===== src/rtl/serial_sequencer.sv =====
// rtl/serial_sequencer.sv - sequencing controller for the bit-serial R-type datapath
module serial_sequencer #(
    parameter int XLEN = 32
) (
    input  logic        clk,
    input  logic        reset,
    input  logic        run,
    input  logic        ins_bit,
    output logic        fetch_en,
    output logic [4:0]  bit_cnt,
    output logic [4:0]  rs1_addr,
    output logic [4:0]  rs2_addr,
    output logic [4:0]  rd_addr,
    output logic [3:0]  alu_op,
    output logic        exec_en,
    output logic        alu_first,
    output logic        alu_last,
    output logic        rd_we,
    output logic        pc_inc,
    output logic        busy,
    output logic        illegal,
    output logic [31:0] instret
);

    typedef enum logic [2:0] {
        S_IDLE,
        S_FETCH,
        S_DECODE,
        S_EXEC,
        S_COMMIT,
        S_HALT
    } state_t;

    localparam logic [4:0] FETCH_LAST = 5'd31;
    localparam logic [4:0] EXEC_LAST  = 5'(XLEN - 1);

    state_t      r_state;
    state_t      w_next;
    logic [4:0]  r_bit_cnt;
    logic [31:0] r_ir;
    logic [4:0]  r_rs1;
    logic [4:0]  r_rs2;
    logic [4:0]  r_rd;
    logic [3:0]  r_alu_op;
    logic        r_illegal;
    logic [31:0] r_instret;

    logic [6:0]  w_opcode;
    logic [2:0]  w_funct3;
    logic [6:0]  w_funct7;
    logic        w_legal;

    assign w_opcode = r_ir[6:0];
    assign w_funct3 = r_ir[14:12];
    assign w_funct7 = r_ir[31:25];

    // Shifts are excluded: the serial ALU has no shifter.
    always_comb begin
        w_legal = 1'b0;
        if (w_opcode == 7'b0110011) begin
            if (w_funct7 == 7'b0000000)
                w_legal = (w_funct3 != 3'b001) && (w_funct3 != 3'b101);
            else if (w_funct7 == 7'b0100000)
                w_legal = (w_funct3 == 3'b000);
        end
    end

    always_ff @(posedge clk or negedge reset) begin
        if (!reset)
            r_state <= S_IDLE;
        else
            r_state <= w_next;
    end

    always_comb begin
        w_next = r_state;
        case (r_state)
            S_IDLE:   if (run) w_next = S_FETCH;
            S_FETCH:  if (r_bit_cnt == FETCH_LAST) w_next = S_DECODE;
            S_DECODE: w_next = w_legal ? S_EXEC : S_HALT;
            S_EXEC:   if (r_bit_cnt == EXEC_LAST) w_next = S_COMMIT;
            S_COMMIT: w_next = run ? S_FETCH : S_IDLE;
            S_HALT:   w_next = S_HALT;
            default:  w_next = S_IDLE;
        endcase
    end

    always_ff @(posedge clk or negedge reset) begin
        if (!reset) begin
            r_bit_cnt <= '0;
            r_ir      <= '0;
            r_rs1     <= '0;
            r_rs2     <= '0;
            r_rd      <= '0;
            r_alu_op  <= '0;
            r_illegal <= 1'b0;
            r_instret <= '0;
        end else begin
            // Counter only advances while staying inside FETCH or EXEC, so every phase starts at 0.
            if ((r_state == S_FETCH && w_next == S_FETCH) ||
                (r_state == S_EXEC  && w_next == S_EXEC))
                r_bit_cnt <= r_bit_cnt + 5'd1;
            else
                r_bit_cnt <= '0;

            if (r_state == S_FETCH)
                r_ir[r_bit_cnt] <= ins_bit;

            if (r_state == S_DECODE) begin
                if (w_legal) begin
                    r_rs1    <= r_ir[19:15];
                    r_rs2    <= r_ir[24:20];
                    r_rd     <= r_ir[11:7];
                    r_alu_op <= {r_ir[30], r_ir[14:12]};
                end else begin
                    r_illegal <= 1'b1;
                end
            end

            if (r_state == S_COMMIT)
                r_instret <= r_instret + 32'd1;
        end
    end

    assign fetch_en  = (r_state == S_FETCH);
    assign exec_en   = (r_state == S_EXEC);
    assign alu_first = exec_en && (r_bit_cnt == 5'd0);
    assign alu_last  = exec_en && (r_bit_cnt == EXEC_LAST);
    assign rd_we     = exec_en && (r_rd != 5'd0);
    assign pc_inc    = (r_state == S_COMMIT);
    assign busy      = (r_state != S_IDLE) && (r_state != S_HALT);
    assign bit_cnt   = r_bit_cnt;
    assign rs1_addr  = r_rs1;
    assign rs2_addr  = r_rs2;
    assign rd_addr   = r_rd;
    assign alu_op    = r_alu_op;
    assign illegal   = r_illegal;
    assign instret   = r_instret;

endmodule


===== config.mk =====
export PLATFORM = sky130hd
export DESIGN_NAME = serial_sequencer
export DESIGN_NICKNAME = d
export VERILOG_FILES = /design/src/rtl/serial_sequencer.sv
export SDC_FILE = /design/constraint.sdc
export NUM_CORES = 1
export LEC_CHECK = 0
export BUFFER_PORTS_ARGS = -buffer_cell sky130_fd_sc_hd__buf_4
export CAP_MARGIN = 30
export CORE_ASPECT_RATIO = 0.75
export CORE_MARGIN = 8
export CORE_UTILIZATION = 45
export DETAILED_ROUTE_END_ITERATION = 8
export HOLD_SLACK_MARGIN = 0.05
export PLACE_DENSITY = 0.68
export SYNTH_ARGS = -nofsm -noshare
export SYNTH_HDL_FRONTEND = slang
export SYNTH_SLANG_ARGS = --single-unit

===== constraint.sdc =====
create_clock -name clk -period 1.85 [get_ports clk]
set_clock_uncertainty 0.1 [all_clocks]
set_input_delay 0.185 -clock clk [delete_from_list [all_inputs] [get_ports clk]]
set_output_delay 0.185 -clock clk [all_outputs]
set_load 0.1 [all_outputs]

Word-level counts from Yosys, hierarchy flattened
Index checks and enable logic that the tools add are counted.
- output and inout port bits: 64
- bits in latches: 0
- register bits after elaboration: 92
- input port bits: 4
- memories: 0
- RAM bits: 0
- bits in read-only memories: 0
- shifts and indexed selects: 0
- eq/ne operators: 13
- div/mod/pow operators: 0
- magnitude comparators: 2
- reductions and logical operators: 17
- bitwise gates (word level): 1
- muxes and demuxes: 13
- add/sub/neg operators: 2
- multipliers: 0
- operators with widths (kind ; count):
    $add A32 B1 Y32 const B ; 1
    $bwmux W32 ; 1
    $pmux W3 S6 ; 1
    $eq A7 B6 Y1 const B ; 2
    $mux W3 ; 4
    $eq A3 B2 Y1 const B ; 3
    $logic_and A1 B1 Y1 ; 8
    $logic_not A7 Y1 ; 1
    $eq A3 B1 Y1 const B ; 2
    $eq A3 B3 Y1 const B ; 2
    $logic_not A3 Y1 ; 2
    $lt A5 B6 Y1 const B ; 1
    $ne A3 B3 Y1 const B ; 2
    $add A5 B1 Y5 const B ; 1
    $demux W1 S5 ; 1
    $eq A5 B5 Y1 const B ; 1
    $ge A5 B1 Y1 const B ; 1
    $logic_not A5 Y1 ; 1
    $mux W1 ; 5
    $mux W5 ; 1
    $reduce_bool A5 Y1 ; 1
    $reduce_and A2 Y1 ; 2
    $ne A3 B1 Y1 const B ; 1
    $reduce_bool A3 Y1 ; 1
    2 further kinds ; 2

Depth between registers and ports, before layout
Gate-level depths: netlist of the first run.
- depth in word-level cells: 10
- gate-level depth with buffers: 6
- gate-level depth less buffers: 5

Worst setup path after synthesis of the first run
No wires, ideal clock.
- path kind: register to register
- from: register r_state[1]
- to: register r_ir[24]
- setup time: 125 ps
- path buffers: 1
- slack: -1080 ps
- cell stages (with the launch flop): 6
- period minus slack after synthesis: 2930 ps
- arrival time: 2705 ps
- path through: dfrtp_1 > buf_2 > nor3b_2 > nand2_1 > nor2_1 > mux2_2
- word-level cells in the longest chain between the ends: 1
- ends and longest elaborated chain (what ; line ; text):
    from (decl) ; 37 ; state_t r_state;
    from (signal assigned) ; 72 ; r_state <= w_next;
    $eq A3 B1 Y1 ; - ;
    via fetch_en ; 9 ; output logic fetch_en,
    to (signal, indexed assignment) ; 107 ; r_ir[r_bit_cnt] <= ins_bit;
    to (decl) ; 40 ; logic [31:0] r_ir;
The timed path passes the listed nets, and every way through them passes these cells.
A chain may end at the register's enable or synchronous reset.

Worst setup path in the final report of the first run
- from: register r_ir[2]
- to: register r_rs1[3], in the netlist rs1_addr[3]
- word-level cells in the longest chain between the ends: 3
- ends and longest elaborated chain (what ; line ; text):
    $eq A7 B6 Y1 ; 60 ; if (w_opcode == 7'b0110011) begin
    $mux W1 ; 60 ;
    $reduce_and A2 Y1 (no source line) ; - ;
    to (signal assigned) ; 111 ; r_rs1 <= r_ir[19:15];
    to (decl) ; 41 ; logic [4:0] r_rs1;
No other way between the ends.

==> metrics.cfg, run 1 <==
[floorplan]
die_y_um = 99.36
core_mm2 = 0.009046
die_area_mm2 = 0.01263
pin_count = 68
start_util = 0.4609
fp.dieW_um = 127.1
row_count = 30

[setup_path]
cp_slowest_cell = dfrtp_1
endpoint_kind = flip-flop
arrival_ps = 2130
cp_cell_sequence = nor4bb_2 -> o2111ai_1 -> and4b_2 -> buf_6 -> mux2_2
critPathKind = flip-flop to flip-flop
crit_required_ps = 1970
worst-path-max-fanout = 10
max_stage_delay_ps = 390
setup.worst_path.start_class = flip-flop

[final_layout]
drive_gt1_frac = 0.5696
fill_cells = 660
antennaDiodeCount = 0
area_growth_pct = 44.03
fin_nets = 479

[min_path]
hold_path.class = input pin to flip-flop

[synth]
synth-seq-cells = 92
synth.distinct_cells = 40
synth.net_count = 358
ys_seq_area_frac = 0.5522
ys_warn_count = 0
synth_edf_count = 0
syn_area_mm2 = 0.004169
avgSynthCellArea_um2 = 11.98
synthArstFlopShare = 1.000
synth_cells = 348
synth_flop_cell = dfrtp_1

[clock_network]
clk_pin_slew_worst_paths_ps = 70
cts_sinks = 92
cts_tree = done
cts_root_buf = clkbuf_16
cts_htree_levels = 3
clockBufferDepth = 2
clock_latency_ps = 340
cts_made_buffers = 9

[placed_design]
routabilityCongestion = 0.7790
dpl.hpwl_mm = 6.911
io_buffers = 67

[status]
outcome = complete, but fails checks
violations = negative setup slack

[timing]
setup_total_negative_slack_ps = -2931
grt_setup_unrepaired = true
fin_hold_ws_ps = 135.5
fmax_mhz = 498.0
post-route-min-period_ps = 2008
worst_pin_slew_ps = 494.9
finalHoldViolCount = 0
post-route-period-util = 1.085
final_max_slew_viol_count = 0
slew_headroom = 0.6701
setup_violations = 21
fin_ws_ps = -157.9

[global_routing]
grt-ovfl-total = 0
grt_pass1_vias = 3141
grt_pass1_wl_mm = 16.29
antenna_found_initial = 0
grtUsageTotal = 0.1624
grt_max_degree = 38

[routing]
ant_nets = 0
avgRoutedWirePerCell_um = 16.96
drt_iter0_drc = 169
vias = 3085
drt_wl_total_mm = 10.21
drcViolationCount = 0
routed_via_density = 5.125
drt_first_pass_iters = 5

[power_and_ir_drop]
leakagePower_nw = 2.897
powerDensity_mw_per_mm2 = 1339
power.total_mw = 8.039
vdd_ir_drop_max_uv = 1014

[job]
drv_cap = 0

[cell families (layout without fill, tap and decap cells)]
logic type | count (synthesis) | in the layout | share of synthesized area
and+or+nand+nor | 137 | 138 | 0.1873
xor gates and xnor gates | 33 | 33 | 0.06933
adders and majority gates | 6 | 6 | 0.01801
DFF | 92 | 92 | 0.5522
muxes | 52 | 52 | 0.1405
AOI/OAI and AO/OA | 6 | 6 | 0.009904
buffers and inverters | 22 | 147 | 0.02281
[cells in the final DEF (no fill, tap or decap), drive strengths merged]
cell           n
nor4          10
xnor2         16
clkbuf        10
xor2          17
nand3         11
nor2          26
clkinvlp       4
a221oi         1
nor2b          2
o2111ai        1
and3           5
a21oi          1
mux2          52
nand2         33
and2           6
nand4         11
and4b          1
nand2b         2
or2            1
dfrtp         92
o21ai          2
or3            1
ha             6
a211o          1
nor3           8
or4            2
bufinv         2
nand3b         5
inv            9
clkinv         2
buf          119
and4           3
nor4b          1
nor3b          9
nor4bb         1
dlygate4sd3    1
[synth_stat cells (2+ instances only)]
| master | instances | area, µm² |
|---|---|---|
| and2_1 | 6 | 37.54 |
| and3_1 | 5 | 31.28 |
| and4_1 | 3 | 26.28 |
| buf_2 | 4 | 20.02 |
| clkbuf_1 | 6 | 22.52 |
| dfrtp_1 | 92 | 2302 |
| ha_1 | 6 | 75.07 |
| inv_1 | 11 | 41.29 |
| mux2_2 | 52 | 585.6 |
| nand2_1 | 32 | 120.1 |
| nand2b_1 | 2 | 12.51 |
| nand3_1 | 10 | 50.05 |
| nand3b_1 | 5 | 37.54 |
| nand4_1 | 8 | 50.05 |
| nor2_1 | 26 | 97.59 |
| nor2b_1 | 2 | 12.51 |
| nor3_1 | 8 | 40.04 |
| nor3b_1 | 7 | 52.55 |
| nor4_1 | 8 | 50.05 |
| nor4_2 | 2 | 25.02 |
| o21ai_0 | 2 | 10.01 |
| or4_1 | 2 | 15.01 |
| xnor2_1 | 16 | 140.1 |
| xor2_1 | 17 | 148.9 |
[sequential cells by signal, indices dropped and copies added (netlist names)]
name and cells:
rs2_addr 5, instret 32, r_state 3, r_ir 32, rs1_addr 5, rd_addr 5
alu_op 4, illegal 1, bit_cnt 5
[routing by layer]
| metal | part of all wire | vias up | GRT usage | wire length (µm) |
|---|---|---|---|---|
| met3 | 0.046 | 6 | 0.04596 | 468 |
| met1 | 0.49 | 1552 | 0.2201 | 5003 |
| met4 | 0.0077 | 0 | 0.05925 | 79 |
| met2 | 0.46 | 66 | 0.2423 | 4658 |
| met5 | 0 | - | 0 | 0 |
| li1 | - | 1461 | - | - |
[final cells by class]
cell class	instances	area, µm²	share of cell area
clock inverter	6	88.84	0.01479
clock buffer	10	229.0	0.03813
inverter	11	51.30	0.008543
sequential	92	2340	0.3897
multi-input combinational	235	2120	0.3530
timing repair buffer	120	1016	0.1692
tap	128	160.2	0.02667
[final timing paths]
kind	slack (ps)	cells after the start	from	end
setup / recovery	-160	5	r_ir[2]$_DFFE_PN0P_	rs1_addr[3]$_DFFE_PN0P_
hold / removal	140	3	run	r_state[0]$_DFF_PN0_
setup reg to reg	-160	5	r_ir[2]$_DFFE_PN0P_	rs1_addr[3]$_DFFE_PN0P_
hold reg to reg	380	1	instret[31]$_DFFE_PN0P_	instret[31]$_DFFE_PN0P_
max in group asynchronous	790	3	reset	instret[12]$_DFFE_PN0P_
min in group asynchronous	250	2	reset	r_ir[9]$_DFFE_PN0P_
[metrics by stage]
stage / area (µm²) / utilization / setup slack [ps] / cells
after floorplan: 4322 / - / -713.3 / 348
after global placement: 5206 / 0.5755 / -147.5 / 568
after detailed placement: 5206 / 0.5755 / -246.7 / 568
after CTS: 5718 / 0.6321 / -169.9 / 592
after global routing: 6005 / 0.6638 / -220.7 / 602
final: 6005 / 0.6638 / -157.9 / 602
[power by group]
part           switching [mW]  total (mW)  internal (mW)  leakage (nW)
combinational            1.89        3.18           1.29          1.57
sequential              0.414        2.91           2.49          1.18
clock                   0.765        1.95           1.18         0.149
[critical path, delay by kind of cell, from the launching register on]
family / cells / cell delay (ps)
AND/OR/NAND/NOR: 2 / 710
flip-flops: 1 / 390
multiplexers: 1 / 340
AO/OA/AOI/OAI: 1 / 180
buffers and inverters: 1 / 170
[what timing repair did]
item	in CTS	in global routing
hold buffers	1	0
pin swaps	4	10
hold endpoints to repair	34	0
gates cloned	0	2
resized for setup	34	43
endpoints found under the setup margin	36	61
setup buffers	7	8
Note: power is estimated with default switching activity, not from simulation.
==> inputs of run 2 (changes only) <==
- CELL_PAD_IN_SITES_DETAIL_PLACEMENT: unset -> 1
- CELL_PAD_IN_SITES_GLOBAL_PLACEMENT: unset -> 2
- CORE_UTILIZATION: 45 -> 34
- PLACE_DENSITY: 0.68 -> unset
- PLACE_DENSITY_LB_ADDON: unset -> 0.1
==> metrics.cfg, run 2 (synthesis gave the netlist of run 1 again) <==
[floorplan]
row_count = 35  ; +17%
start_util = 0.3437  ; -0.1172
core_mm2 = 0.01213  ; +34%
pin_count = 68  ; unchanged
fp.dieW_um = 143.9  ; +13%
die_y_um = 111.9  ; +13%
die_area_mm2 = 0.01610  ; +27%

[clock_network]
clockBufferDepth = 2  ; unchanged
clk_pin_slew_worst_paths_ps = 70  ; about the same
cts_tree = done
cts_root_buf = clkbuf_16
cts_made_buffers = 9  ; unchanged
cts_sinks = 92  ; unchanged
clock_latency_ps = 340  ; about the same
cts_htree_levels = 3  ; unchanged

[placed_design]
pre_cts_ws_ps = -131.8  ; +114.9 ps
io_buffers = 67  ; unchanged
dpl.hpwl_mm = 7.848  ; +14%
routabilityCongestion = 0.7480  ; -4.0%

[global_routing]
grt-ovfl-total = 0  ; unchanged
grt_pass1_vias = 3415  ; +8.7%
grt_pass1_wl_mm = 18.16  ; +11%
grtUsageTotal = 0.1422  ; -0.02017
antenna_found_initial = 0  ; unchanged
grt_max_degree = 42  ; +11%

[routing]
avgRoutedWirePerCell_um = 16.94  ; about the same
drt_wl_total_mm = 11.01  ; +7.9%
drcViolationCount = 0  ; unchanged
vias = 3120  ; +1.1%
routed_via_density = 4.800  ; -6.3%
drt_iter0_drc = 82  ; -51%
ant_nets = 0  ; unchanged
drt_first_pass_iters = 4  ; -1

[timing]
setup_total_negative_slack_ps = -2371  ; +559.7 ps
slew_headroom = 0.6107  ; -0.05939
worst_pin_slew_ps = 583.9  ; +89.09 ps
post-route-min-period_ps = 1981  ; -27.11 ps
grt_setup_unrepaired = true
fin_ws_ps = -130.8  ; +27.11 ps
finalHoldViolCount = 0  ; unchanged
setup_violations = 23  ; +9.5%
post-route-period-util = 1.071  ; -0.01465
fmax_mhz = 504.8  ; +1.4%
fin_hold_ws_ps = 106.2  ; -29.33 ps
final_max_slew_viol_count = 0  ; unchanged

[final_layout]
fin_nets = 489  ; +2.1%
area_growth_pct = 46.31
drive_gt1_frac = 0.5579  ; -0.01177
antennaDiodeCount = 0  ; unchanged
final_common_cell = buf_4
utilization = 0.5028  ; -0.1609
final_cell_mix = buf_4, dfrtp_1, mux2_2

[setup_path]
arrival_ps = 2100  ; -30 ps
setup.worst_path.start_class = flip-flop
timing.rr.start = r_ir[6]$_DFFE_PN0P_
cp_top_family = simple AND/OR/NAND/NOR gates
cp_slowest_cell = dfrtp_1
r2r_cells = 5  ; unchanged
endpoint_kind = flip-flop
max_stage_delay_ps = 400  ; about the same
cp_cell_sequence = nor4bb_2 -> o2111ai_1 -> and4b_1 -> buf_6 -> mux2_2
crit_required_ps = 1970  ; about the same
critPathKind = flip-flop to flip-flop
r2r-end = rs1_addr[1]$_DFFE_PN0P_
reg2reg_slack_ps = -130  ; +30 ps
path_buf_inv = 1  ; unchanged
worst-path-max-fanout = 10  ; unchanged

[min_path]
hold-path-cell-count = 3  ; unchanged
hold_start = run
hold_path.class = input pin to flip-flop
min_to = r_state[0]$_DFF_PN0_

[status]
outcome = complete, but fails checks
violations = negative setup slack

[power_and_ir_drop]
vdd_ir_drop_max_uv = 1016  ; +0.20%
power.total_mw = 7.996  ; -0.54%
powerDensity_mw_per_mm2 = 1311  ; -2.1%
leakagePower_nw = 2.892  ; -0.17%

[job]
drv_cap = 0  ; unchanged

==> run 2: cell type report <==
class / count / area, µm²
fill: 1273 / 6031
sequential: 92 / 2338
multi-input combinational: 235 / 2072
timing repair buffer: 130 / 1122
clock buffer: 10 / 239.0
tap: 166 / 207.7
clock inverter: 6 / 71.32
inverter: 11 / 48.80
==> run 2: worst max-delay path by stage <==
stage                     cells past startpoint  slack [ps]                 endpoint            startpoint
after global routing                          5        -280   rd_addr[4]$_DFFE_PN0P_   r_ir[6]$_DFFE_PN0P_
after global placement                        5         -10   rd_addr[4]$_DFFE_PN0P_   r_ir[2]$_DFFE_PN0P_
after CTS                                     5        -120  rs1_addr[1]$_DFFE_PN0P_   r_ir[6]$_DFFE_PN0P_
after floorplan                               6        -710  instret[20]$_DFFE_PN0P_  r_state[1]$_DFF_PN0_
after detailed placement                      5        -130  rs1_addr[4]$_DFFE_PN0P_   r_ir[2]$_DFFE_PN0P_
final                                         5        -130  rs1_addr[1]$_DFFE_PN0P_   r_ir[6]$_DFFE_PN0P_
==> run 2: what timing repair did <==
item	in CTS	in global routing
setup buffers	7	6
endpoints found under the hold margin	38	0
hold buffers	1	0
cloned	0	1
resized for setup	42	25
endpoints found under the setup margin	35	36
pin swaps	6	6
==> run 2: power breakdown <==
| group | total (mW) | leakage (nW) | switching, mW | internal (mW) |
|---|---|---|---|---|
| clock network | 1.90 | 0.145 | 0.807 | 1.09 |
| registers | 2.91 | 1.18 | 0.420 | 2.49 |
| logic | 3.18 | 1.56 | 1.87 | 1.31 |
==> run 2: layer usage <==
layer | up-vias | track usage | wire (µm)
met5 | - | 0 | 0
met4 | 0 | 0.02935 | 61
met3 | 6 | 0.03976 | 524
met2 | 49 | 0.2251 | 5088
met1 | 1585 | 0.1894 | 5339
li1 | 1480 | - | -
==> run 2: stage by stage <==
step	instance area (µm²)	std cells
5_1_grt	6100	650
3_5_place_dp	5351	619
3_3_place_gp	5351	619
2_1_floorplan	4322	348
4_1_cts	5899	643
6_report	6100	650
==> run 2: tightest hold or removal path: cells and delay by family <==
family	cells	cell delay (ps)
AOI/OAI and AO/OA	1	70
buffers and inverters	1	110
and+or+nand+nor	1	130
